==> src/rtl/vga_sync_module.sv <==
// VGA raster timing: free-running pixel/line counters with registered
// sync, visible-window and coordinate outputs, all aligned one clk late.
module vga_sync_module #(
  parameter int H_SYNC   = 96,
  parameter int H_BACK   = 48,
  parameter int H_ACTIVE = 640,
  parameter int H_FRONT  = 16,
  parameter int V_SYNC   = 2,
  parameter int V_BACK   = 33,
  parameter int V_ACTIVE = 480,
  parameter int V_FRONT  = 10
) (
  input  logic        clk,
  input  logic        rst_n,
  output logic        hsync_sig,
  output logic        vsync_sig,
  output logic        ready_sig,
  output logic [10:0] col_addr_sig,
  output logic [10:0] row_addr_sig,
  output logic        line_start_sig,
  output logic        frame_start_sig
);

  localparam int H_TOTAL = H_SYNC + H_BACK + H_ACTIVE + H_FRONT;
  localparam int V_TOTAL = V_SYNC + V_BACK + V_ACTIVE + V_FRONT;

  localparam logic [10:0] H_LAST  = 11'(H_TOTAL - 1);
  localparam logic [10:0] V_LAST  = 11'(V_TOTAL - 1);
  localparam logic [10:0] H_SEND  = 11'(H_SYNC);
  localparam logic [10:0] V_SEND  = 11'(V_SYNC);
  localparam logic [10:0] H_START = 11'(H_SYNC + H_BACK);
  localparam logic [10:0] V_START = 11'(V_SYNC + V_BACK);
  localparam logic [10:0] H_STOP  = 11'(H_SYNC + H_BACK + H_ACTIVE);
  localparam logic [10:0] V_STOP  = 11'(V_SYNC + V_BACK + V_ACTIVE);

  logic [10:0] hcnt;
  logic [10:0] vcnt;
  logic        h_wrap;
  logic        v_wrap;
  logic        h_vis;
  logic        v_vis;
  logic        active;

  always_comb begin
    h_wrap = (hcnt == H_LAST);
    v_wrap = (vcnt == V_LAST);
    h_vis  = (hcnt >= H_START) && (hcnt < H_STOP);
    v_vis  = (vcnt >= V_START) && (vcnt < V_STOP);
    active = h_vis && v_vis;
  end

  always_ff @(posedge clk or negedge rst_n) begin
    if (!rst_n) begin
      hcnt <= '0;
      vcnt <= '0;
    end else if (h_wrap) begin
      hcnt <= '0;
      vcnt <= v_wrap ? '0 : vcnt + 11'd1;
    end else begin
      hcnt <= hcnt + 11'd1;
    end
  end

  // Coordinates only subtract inside the window, so they never underflow.
  always_ff @(posedge clk or negedge rst_n) begin
    if (!rst_n) begin
      hsync_sig       <= 1'b1;
      vsync_sig       <= 1'b1;
      ready_sig       <= 1'b0;
      col_addr_sig    <= '0;
      row_addr_sig    <= '0;
      line_start_sig  <= 1'b0;
      frame_start_sig <= 1'b0;
    end else begin
      hsync_sig       <= (hcnt >= H_SEND);
      vsync_sig       <= (vcnt >= V_SEND);
      ready_sig       <= active;
      col_addr_sig    <= active ? hcnt - H_START : '0;
      row_addr_sig    <= active ? vcnt - V_START : '0;
      line_start_sig  <= (hcnt == '0);
      frame_start_sig <= (hcnt == '0) && (vcnt == '0);
    end
  end

endmodule

==> config.mk <==
export PLATFORM = sky130hd
export DESIGN_NAME = vga_sync_module
export DESIGN_NICKNAME = d
export VERILOG_FILES = /design/src/rtl/vga_sync_module.sv
export SDC_FILE = /design/constraint.sdc
export NUM_CORES = 1
export LEC_CHECK = 0
export CAP_MARGIN = 15
export CORE_MARGIN = 5
export CORE_UTILIZATION = 42
export CTS_BUF_LIST = sky130_fd_sc_hd__clkbuf_16
export DETAILED_ROUTE_END_ITERATION = 12
export MAX_ROUTING_LAYER = met4
export SYNTH_ARGS = -nofsm -noshare
export SYNTH_HDL_FRONTEND = slang
export SYNTH_SLANG_ARGS = --single-unit
export TNS_END_PERCENT = 5
==> constraint.sdc <==
create_clock -name clk -period 2.3 [get_ports clk]
set_clock_uncertainty 0.1 [all_clocks]
set_input_delay 0.23 -clock clk [delete_from_list [all_inputs] [get_ports clk]]
set_output_delay 0.23 -clock clk [all_outputs]
set_load 0.005 [all_outputs]
Yosys cells after proc, flatten, opt, wreduce, memory -nomap -nowiden --
Index checks and enable logic that the tools add are counted.
Word-level totals: flip-flop bits (word level) 49, input bits 2, output and inout bits 27, word-level logic and storage cells 31
Cells by class: add/subtract/negate cells 4, $lt $le $gt $ge 6, eq/ne operators 2, multiplexer cells 4, reduce and logical (&&, ||, !) cells 6
Operators with widths (count):
- $mux W11 | 4
- $add A11 B1 Y11 const B | 2
- $eq A11 B10 Y1 const B | 2
- $logic_not A11 Y1 | 2
- $lt A11 B10 Y1 const B | 2
- $ge A11 B2 Y1 const B | 1
- $ge A11 B6 Y1 const B | 1
- $ge A11 B7 Y1 const B | 1
- $ge A11 B8 Y1 const B | 1
- $sub A11 B6 Y11 const B | 1
- $sub A11 B8 Y11 const B | 1
- $logic_and A1 B1 Y1 | 4

Longest topological paths before layout --
Gate-level depths: netlist of run 1.
word-level depth 4, gate-level depth with buffers 7, gate-level depth less buffers 6

Least setup slack after synthesis of run 1 --
No wires, ideal clock.
kind flip-flop to flip-flop, from reg hcnt[5], to reg vcnt[6], setup time 0.124 ns, arrival time 1.728 ns, data required time 2.076 ns, slack 0.348 ns, cell stages (with the launch flop) 8, path buffers 1, clock period less this slack 1.952 ns, path through dfrtp_1 -> inv_1 -> ha_1 -> nand4b_1 -> nor4_4 -> buf_2 -> nand3_1 -> xnor2_1
Between the ends: cells in the longest elaborated chain, start to end 1
Ends and longest elaborated chain:
- start: declaration | RTL line 36 | logic [10:0] hcnt;
- start signal: assignment | RTL line 60 | hcnt <= hcnt + 11'd1;
- $eq A11 B10 Y1 | RTL line 45 | h_wrap = (hcnt == H_LAST);
- end signal: assignment | RTL line 58 | vcnt <= v_wrap ? '0 : vcnt + 11'd1;
- end: declaration | RTL line 37 | logic [10:0] vcnt;
Every way passes these cells. A chain may end at the register's enable or synchronous reset.

Final worst setup path of run 1 --
from reg vcnt[1], to reg row_addr_sig[8]
Between the ends: cells in the longest elaborated chain, start to end 4, elaborated cells on any way between the ends 6, classes of those cells add/sub (1); order compare (2); mux (1); reduce/logical (2)
Ends and longest elaborated chain:
- $ge A11 B6 Y1 / $lt A11 B10 Y1 (equally long branches) | RTL line 48 | v_vis = (vcnt >= V_START) && (vcnt < V_STOP);
- $logic_and A1 B1 Y1 | RTL line 48
- $logic_and A1 B1 Y1 | RTL line 49 | active = h_vis && v_vis;
- $mux W11 * | RTL line 79 | row_addr_sig <= active ? vcnt - V_START : '0;
- end signal: assignment | RTL line 79
- end: declaration | RTL line 19 | output logic [10:0] row_addr_sig,
Mark *: on every way between the ends. The rest lies on a longest branch, timed or not.

==> results of run 1 <==
==> worst reg2reg max path: stages (launching register included) <==
cell and delay [ns]:
dfrtp_1 0.44, a2111o_1 0.52, o21ai_0 0.31, o211ai_2 0.18, buf_4 0.25, nor3_2 0.19
==> cell type report <==
class / count / area, um^2
Clock buffer: 5 / 125.1
Multi-Input combinational cell: 152 / 1185
Sequential cell: 49 / 1229
Clock inverter: 2 / 8.758
Tap cell: 75 / 93.84
Timing Repair Buffer: 46 / 425.4
Inverter: 7 / 26.28
Fill cell: 505 / 2828
==> power by group through the flow <==
stage / clock [mW] / combinational (mW) / sequential [mW]
detailed placement: 0 / 0.0212 / 0.878
CTS: 0.704 / 0.0225 / 0.862
global route: 0.742 / 0.0259 / 0.861
floorplan: 0 / 0.000000532 / 0.878
finish: 0.679 / 0.0208 / 0.862
global placement: 0 / 0.0208 / 0.878
==> cell families after synthesis <==
family / count (synthesis) / synth area share
simple gates: 90 / 0.2346
flops: 49 / 0.4779
compound gates: 28 / 0.09148
buf+inv: 28 / 0.06131
xor+xnor: 19 / 0.06472
fa+ha+maj: 10 / 0.04866
mux: 5 / 0.02141
==> metrics by stage <==
| step | instances | util | hold slack, ns | power (mW) | instance area (um^2) |
|---|---|---|---|---|---|
| finish | 336 | 0.5224 | 0.3596 | 1.562 | 3093 |
| global route | 336 | 0.5224 | 0.4368 | 1.629 | 3093 |
| CTS | 336 | 0.5224 | 0.3629 | 1.588 | 3093 |
| detailed placement | 328 | 0.4981 | 0.1394 | 0.8991 | 2949 |
| global placement | 328 | 0.4981 | 0.1373 | 0.8987 | 2949 |
| floorplan | 229 | - | -0.1656 | 0.8781 | 2571 |
==> repair_timing <==
action	in CTS	in global routing
endpoints found under the hold margin	47	0
hold buffers	1	0
buffers inserted	0	0
==> synth_stat cells, types with 2 or more instances <==
library cell	count	share of area
nand2_1	8	0.012
mux2_1	2	0.0088
ha_1	10	0.049
nor2b_1	2	0.0049
dfstp_2	2	0.020
o21a_1	2	0.0058
and2_1	3	0.0073
buf_6	6	0.026
or4_4	2	0.0088
o21ai_0	3	0.0058
nor3_2	16	0.062
and3_1	4	0.0097
inv_1	7	0.010
xor2_1	7	0.024
dfrtp_1	47	0.46
nor3b_2	3	0.015
o21ai_1	2	0.0039
buf_1	2	0.0029
nor4_1	4	0.0097
mux2_2	2	0.0088
a21oi_1	4	0.0078
a31oi_1	2	0.0049
nand3_1	5	0.0097
nand4_1	8	0.019
a41o_1	2	0.0078
a21o_1	3	0.0088
nor3_1	10	0.019
buf_2	5	0.0097
nor2_1	16	0.023
xnor2_1	12	0.041
clkbuf_1	7	0.010
==> per-layer routing <==
metal / up-vias / track usage / routed length, um
li1: 868 / - / -
met1: 829 / 0.2041 / 2451
met2: 35 / 0.2135 / 2194
met3: 7 / 0.02607 / 206
met4: 0 / 0.05357 / 76
met5: - / - / 0
==> layout by cell type (no fill, tap or decap), types with 3 or more instances in the layout <==
| master | Yosys | final |
|---|---|---|
| xor2_1 | 7 | 7 |
| nand4_1 | 8 | 8 |
| nand2_1 | 8 | 8 |
| and3_1 | 4 | 4 |
| xnor2_1 | 12 | 12 |
| a21o_1 | 3 | 3 |
| nand3_1 | 5 | 5 |
| clkbuf_16 | 0 | 5 |
| and2_1 | 3 | 3 |
| o21ai_0 | 3 | 3 |
| nor4_1 | 4 | 4 |
| clkdlybuf4s50_1 | 0 | 27 |
| ha_1 | 10 | 10 |
| nor3b_2 | 3 | 3 |
| nor3_1 | 10 | 10 |
| dfrtp_1 | 47 | 47 |
| buf_4 | 0 | 16 |
| a21oi_1 | 4 | 4 |
| inv_1 | 7 | 8 |
| nor2_1 | 16 | 16 |
| nor3_2 | 16 | 16 |
==> registers in the layout (all words and copies together) (netlist names) <==
| name | count |
|---|---|
| hsync_sig | 1 |
| row_addr_sig | 11 |
| frame_start_sig | 1 |
| vsync_sig | 1 |
| col_addr_sig | 11 |
| line_start_sig | 1 |
| vcnt | 11 |
| ready_sig | 1 |
| hcnt | 11 |
==> worst paths after layout <==
| check | cells after the start | slack [ns] | endpoint | start |
|---|---|---|---|---|
| setup / recovery | 5 | 0.22 | row_addr_sig[8] | vcnt[1] |
| hold / removal | 3 | 0.36 | hcnt[1] | rst_n |
| setup reg to reg | 5 | 0.22 | row_addr_sig[8] | vcnt[1] |
| hold reg to reg | 1 | 0.40 | hcnt[0] | hcnt[0] |
| max in group asynchronous | 3 | 1.41 | vsync_sig | rst_n |
| min in group clk | 1 | 0.40 | hcnt[0] | hcnt[0] |
==> results_dict.tcl, run 1 <==
set metrics [dict create \
    cts-resized-gates 0 \
    cp_slowest_cell "a2111o_1" \
    synth-seq-cells 49 \
    grt_max_degree 28 \
    powerDensity_nw_per_um2 504.9 \
    fin_tns_setup_ns 0 \
    wl_per_cell_um 14.67 \
    yosysSeqAreaShare 0.4779 \
    grtUsageTotal 0.1463 \
    total_leakage_power_nw 1.376 \
    arrival_ns 2.18 \
    p_sw_mw 0.3049 \
    slew_violations 0 \
    vdd_drop_max_v 0.0003209 \
    fp.dieH_um 88.24 \
    tightest_slew_ns 0.4260 \
    final_min_period_over_clock_period 0.9027 \
    cts_tree "built" \
    crit_required_ns 2.40 \
    crit_path_end_kind "flop" \
    syn_area_um2 2571 \
    cts.sinks 49 \
    grt_overflow 0 \
    combPwrFrac 0.013 \
    final-setup-viol-count 0 \
    critPathKind "reg2reg" \
    die_x_um 88.24 \
    path_clk_slew_ns 0.06 \
    p_sw_frac 0.1952 \
    path_delay_family "compound AO/OA/AOI/OAI gates" \
    drt_pass1_iterations 4 \
    hold_class "in2async" \
    gp_congestion 0.8337 \
    antenna_found_initial 0 \
    postSynthCellCount 229 \
    htreeDepth 2 \
    ios 29 \
    internal-power_mw 1.257 \
    dieArea_um2 7786 \
    syn-num-nets 241 \
    yosysWarnings 0 \
    ant_nets 0 \
    place_ws_ns 0.2444 \
    finalNetCount 273 \
    layout-drive-gt1-share 0.2146 \
    synth_edf_count 0 \
    numCtsBuffers 5 \
    synth_cell_types 52 \
    port_buffers 28 \
    wl_mm 4.929 \
    ys_async_sr_fraction 1.000 \
    pwr-share-clk 0.435 \
    grt_pass1_vias 1726 \
    clockBufferDepth 2 \
    period_needed_ns 2.076 \
    rows 28 \
    drt_iter0_markers 93 \
    cap_violations 0 \
    initial_core_util 0.4343 \
    sequentialPowerShare 0.552 \
    dp_hpwl_mm 3.582 \
    clk_latency_ns 0.29 \
    rsz0062_at_grt "false" \
    critPathLaunchType "flop" \
    cp.buffers_inverters 1 \
    synth_ff_type "dfrtp_1" \
    slew_headroom 0.7134 \
    area_growth_pct 20.29 \
    num_vias 1739 \
    grt_pass1_wl_mm 8.590 \
    coreArea_um2 5921 \
    cp_cell_sequence "a2111o_1 -> o21ai_0 -> o211ai_2 -> buf_4 -> nor3_2" \
    status "complete, no violations" \
    max_freq_mhz 481.6 \
    worstPathMaxFanout 17 \
    vias_per_cell 5.176 \
    drc 0 \
    antenna_cells 0 \
    slowest_delay_ns 0.52 \
    postLayoutSetupSlackWorst_ns 0.2237 \
    synth.avg_cell_area_um2 11.23 \
    hold_violations 0 \
    cts_root_buffer "clkbuf_16" \
]
Note: power is estimated with default switching activity, not from simulation.
==> inputs of run 2 (changes only) <==
SLEW_MARGIN = 20   (was not set)
==> results of run 2 <==
No change in the layout: final DEF, timing and power equal those of run 1.
==> inputs of run 3 (changes only) <==
GPL_ROUTABILITY_DRIVEN = 0   (was not set)
==> results of run 3 <==
No change in the layout: final DEF, timing and power equal those of run 1.
